`src/rtl/rr_arbiter_hold.sv`:
```
// N-way round-robin arbiter with grant hold: the owner keeps the resource while it requests,
// but is rotated out after MAX_HOLD cycles when others wait, unless lock is held.
`timescale 1ns/1ps
module rr_arbiter_hold #(
  parameter int N        = 4,
  parameter int IDW      = 2,
  parameter int MAX_HOLD = 8
) (
  input  logic           clk,
  input  logic           rst,
  input  logic [N-1:0]   req,
  input  logic           lock,
  output logic [N-1:0]   gnt,
  output logic           gnt_valid,
  output logic [IDW-1:0] gnt_id,
  output logic           preempt
);

  typedef enum logic {IDLE, GRANT} state_t;

  state_t         state, state_nx;
  logic [N-1:0]   gnt_nx;
  logic [IDW-1:0] gnt_id_nx, ptr, ptr_nx, win_id;
  logic           preempt_nx, win_found, others, owner_req, timeout;
  logic [7:0]     hold_cnt, hold_nx;

  // Rotating scan from ptr+1; the current owner (its gnt bit) is always excluded.
  always_comb begin
    win_found = 1'b0;
    win_id    = '0;
    for (int unsigned k = 1; k <= N; k++) begin
      if (!win_found && req[IDW'((32'(ptr) + k) % N)] && !gnt[IDW'((32'(ptr) + k) % N)]) begin
        win_found = 1'b1;
        win_id    = IDW'((32'(ptr) + k) % N);
      end
    end
  end

  assign others    = |(req & ~gnt);
  assign owner_req = req[gnt_id];
  assign timeout   = (hold_cnt >= 8'(MAX_HOLD)) && !lock && others;

  always_comb begin
    state_nx   = state;
    gnt_nx     = gnt;
    gnt_id_nx  = gnt_id;
    ptr_nx     = ptr;
    hold_nx    = hold_cnt;
    preempt_nx = 1'b0;
    unique case (state)
      IDLE: begin
        if (win_found) begin
          state_nx  = GRANT;
          gnt_nx    = N'(1) << win_id;
          gnt_id_nx = win_id;
          ptr_nx    = win_id;
          hold_nx   = 8'd1;
        end
      end
      GRANT: begin
        if (!owner_req) begin
          if (win_found) begin
            gnt_nx    = N'(1) << win_id;
            gnt_id_nx = win_id;
            ptr_nx    = win_id;
            hold_nx   = 8'd1;
          end else begin
            state_nx  = IDLE;
            gnt_nx    = '0;
            gnt_id_nx = '0;
            hold_nx   = '0;
          end
        end else if (timeout) begin
          gnt_nx     = N'(1) << win_id;
          gnt_id_nx  = win_id;
          ptr_nx     = win_id;
          hold_nx    = 8'd1;
          preempt_nx = 1'b1;
        end else if (hold_cnt < 8'(MAX_HOLD)) begin
          hold_nx = hold_cnt + 8'd1;
        end
      end
      default: state_nx = IDLE;
    endcase
  end

  always_ff @(posedge clk or negedge rst) begin
    if (!rst) begin
      state     <= IDLE;
      gnt       <= '0;
      gnt_valid <= 1'b0;
      gnt_id    <= '0;
      preempt   <= 1'b0;
      hold_cnt  <= '0;
      ptr       <= IDW'(N - 1);
    end else begin
      state     <= state_nx;
      gnt       <= gnt_nx;
      gnt_valid <= |gnt_nx;
      gnt_id    <= gnt_id_nx;
      preempt   <= preempt_nx;
      hold_cnt  <= hold_nx;
      ptr       <= ptr_nx;
    end
  end

endmodule

```
`config.mk`:
```
export PLATFORM = sky130hd
export DESIGN_NAME = rr_arbiter_hold
export DESIGN_NICKNAME = d
export VERILOG_FILES = /design/src/rtl/rr_arbiter_hold.sv
export SDC_FILE = /design/constraint.sdc
export NUM_CORES = 1
export LEC_CHECK = 0
export BUFFER_PORTS_ARGS = -buffer_cell sky130_fd_sc_hd__buf_4
export CAP_MARGIN = 15
export CORE_MARGIN = 1.5
export CORE_UTILIZATION = 59
export DETAILED_ROUTE_END_ITERATION = 7
export GPL_ROUTABILITY_DRIVEN = 0
export HOLD_SLACK_MARGIN = 0.08
export PLACE_DENSITY = 0.82
export SLEW_MARGIN = 20
export SYNTH_ARGS = -nofsm -noshare
export SYNTH_HDL_FRONTEND = slang
export SYNTH_SLANG_ARGS = --single-unit
```
`constraint.sdc`:
```
create_clock -name clk -period 5.2 [get_ports clk]
set_input_delay 0.26 -clock clk [delete_from_list [all_inputs] [get_ports clk]]
set_output_delay 0.26 -clock clk [all_outputs]
set_load 0.02 [all_outputs]
```
==> results.tsv <==
metric	value	unit
status	finished, violations left	
violated checks	design-rule violations	
crit path kind	flop to flop	
Synth top area share	41.7	%
part of the power in registers	37.7	%
Setup-failing EPs final	0	
net count after synthesis	105	
TritonRoute pass-1 iters	6	
number of core rows	14	
Async SR Flop Fraction	100	%
sum of negative setup slack	0	ps
Setup crit end kind	flop	
Leakage	0.000578	µW
fin crit period	1890	ps
IO Pins	15	
Peak VDD IR	390	µV
Req. time, crit path	5400	ps
# Max-Cap Violations	0	
post-DR vias/cell	6.55	
ratio of cells with drive above 1 in the final layout	29.6	%
Root Driver	clkbuf_4	
Final Cycle Share	36.4	%
Mapped Area	1020	µm²
Tot GR Track Use	26.3	%
Antenna Nets Post-Route	0	
Max Fclk	528	MHz
# DRC	1	
die width	44.6	µm
Ys Warns	0	
# diodes	0	
CTS Buf Count	3	
Psw	290	µW
fin nets	125	
Syn Area/Cell	10.6	µm²
Clock transition at path regs	110	ps
switch share	43.6	%
CTS tree	done	
Synth area leaders	dfrtp_1 (42%), dfstp_2 (5.1%), a22o_1 (3.4%)	
die span in y	44.6	µm
Post-DP HPWL	1610	µm
first-pass GRT wire length	3650	µm
FF+latch count, synth	19	
Worst-Margin Slew	528	ps
grt ovf	0	
Max Slew Vio Count	0	
worst clock skew	7.21	ps
Final Hold Vio Count	0	
vias in the first global route	804	
PortBufs	14	
Relative slew margins	64.8	%
most frequent cell after synthesis	dfrtp_1	
critical-path maximum fanout	7	
Tot Pwr	667	µW
antenna violations before repair	0	
Initial Util	65.5	%
ys flop type	dfrtp_1	
Data arrival, critical path	2100	ps
Int Pwr	376	µW
WL/cell	16.9	µm
Max H-tree Level	1	
Clk network pwr share	11.3	%
1st-iter DRT viols	38	
Max Root-Sink Buffers	2	
synthesis-to-finish area growth	15.9	%
Synth area leader	dfrtp_1	
Mapped Cells	96	
EDFF count, synth	0	
via count	858	
synth cell count leaders	dfrtp_1 (17), nor2_1 (7), a21oi_1 (5), nand2_1 (5)	
DRT Wirelength	2220	µm
area of the core	1560	µm²
clk sink count	19	
sequential fraction of the synthesis area	46.8	%
Cell Pwr Density	563	nW/µm²
largest net degree at the start of global routing	20	
RSZ-0062 raised after global routing	false	
Gate power share	51.1	%
crit path launch type	flop	
Yosys cell types	40	
post-CTS setup buffers	0	
Hold Crit Class	primary input to flop	
clk_lat worst skew	300	ps
full die area	1990	µm²
-- path summary, 6_finish.rpt --
| path | startpoint | endpoint | cells past startpoint | slack [ps] |
|---|---|---|---|---|
| worst max-delay path | gnt[1] | gnt[3] | 5 | 3310 |
| worst min-delay path | lock | preempt | 2 | 150 |
| worst max register to register | gnt[1] | gnt[3] | 5 | 3310 |
| worst min register to register | hold_cnt[4] | hold_cnt[4] | 1 | 510 |
| max in group asynchronous | rst | ptr[0] | 2 | 4590 |
| min in group asynchronous | rst | gnt[0] | 2 | 350 |
-- metal layers --
layer  up-vias  global-route usage [%]  wire (µm)
li1        395                       -          -
met3         2                    5.31        149
met5         -                       0          0
met4         0                    9.70         11
met2        37                    43.8       1080
met1       424                    33.8        971
-- worst max-delay path: stages (launching register included) --
cell,delay [ps]
dfrtp_1,460
nand2b_1,230
nand4_1,430
a21oi_4,320
nor2_2,80
a22o_1,270
-- cell type report --
cell class | instances | area [µm²]
fill | 102 | 375
sequential | 19 | 478
clock buffer | 3 | 22.5
multi-input combinational | 74 | 532
timing repair buffer | 15 | 115
tap | 16 | 20.0
inverter | 3 | 11.3
clock inverter | 1 | 5.00
-- power groups by stage --
stage / logic, µW / clock network (µW) / registers [µW]
finish: 340 / 75.2 / 251
CTS: 338 / 78.4 / 248
global route: 369 / 82.6 / 255
detailed placement: 333 / 0 / 250
floorplan: 221 / 0 / 263
global placement: 326 / 0 / 249
-- what timing repair did --
item                                   CTS  global route
gates resized for setup                  0             0
endpoints found under the hold margin   19             0
hold buffers                             1             0
-- sequential cells by signal (all words and copies together) (netlist names) --
register,cells
preempt,1
hold_cnt,8
state,1
gnt_valid,1
gnt_id,2
gnt,4
ptr,2
-- stage by stage --
| stage | hold WS (ps) | worst slack (ps) | instance area, µm² | std cells | utilization, % |
|---|---|---|---|---|---|
| 5_1_grt | 146 | 3250 | 1180 | 131 | 75.9 |
| 3_3_place_gp | 139 | 3410 | 1150 | 126 | 73.5 |
| 3_5_place_dp | 147 | 3380 | 1150 | 126 | 73.5 |
| 6_report | 148 | 3310 | 1180 | 131 | 75.9 |
| 2_1_floorplan | -35.6 | 3400 | 1020 | 96 | - |
| 4_1_cts | 139 | 3350 | 1180 | 131 | 75.9 |
-- kinds of logic after synthesis --
family | synth area share (%)
buffers and inverters | 1.10
adder cells (fa/ha/maj) | 2.45
multiplexers | 3.19
AO/OA/AOI/OAI | 23.8
AND/OR/NAND/NOR | 22.7
flip-flops | 46.8
-- placed cells by master, fill, tap and decap left out, types with 2 or more instances in the layout --
cell / instances
and2_1: 4
dfrtp_1: 17
ha_1: 2
nand2_1: 5
nor3_1: 2
a31o_2: 2
dfstp_2: 2
or2b_1: 3
buf_4: 14
nor2_1: 7
nor2_2: 2
o21ai_0: 2
nor4_1: 2
a22o_1: 4
and3_1: 2
clkbuf_4: 3
nand2b_1: 2
nor2b_1: 4
a21oi_1: 5
a221oi_1: 2
a21oi_4: 2
o22ai_1: 2
inv_1: 3
o21ai_2: 2
Power figures use the tool's default switching activity.
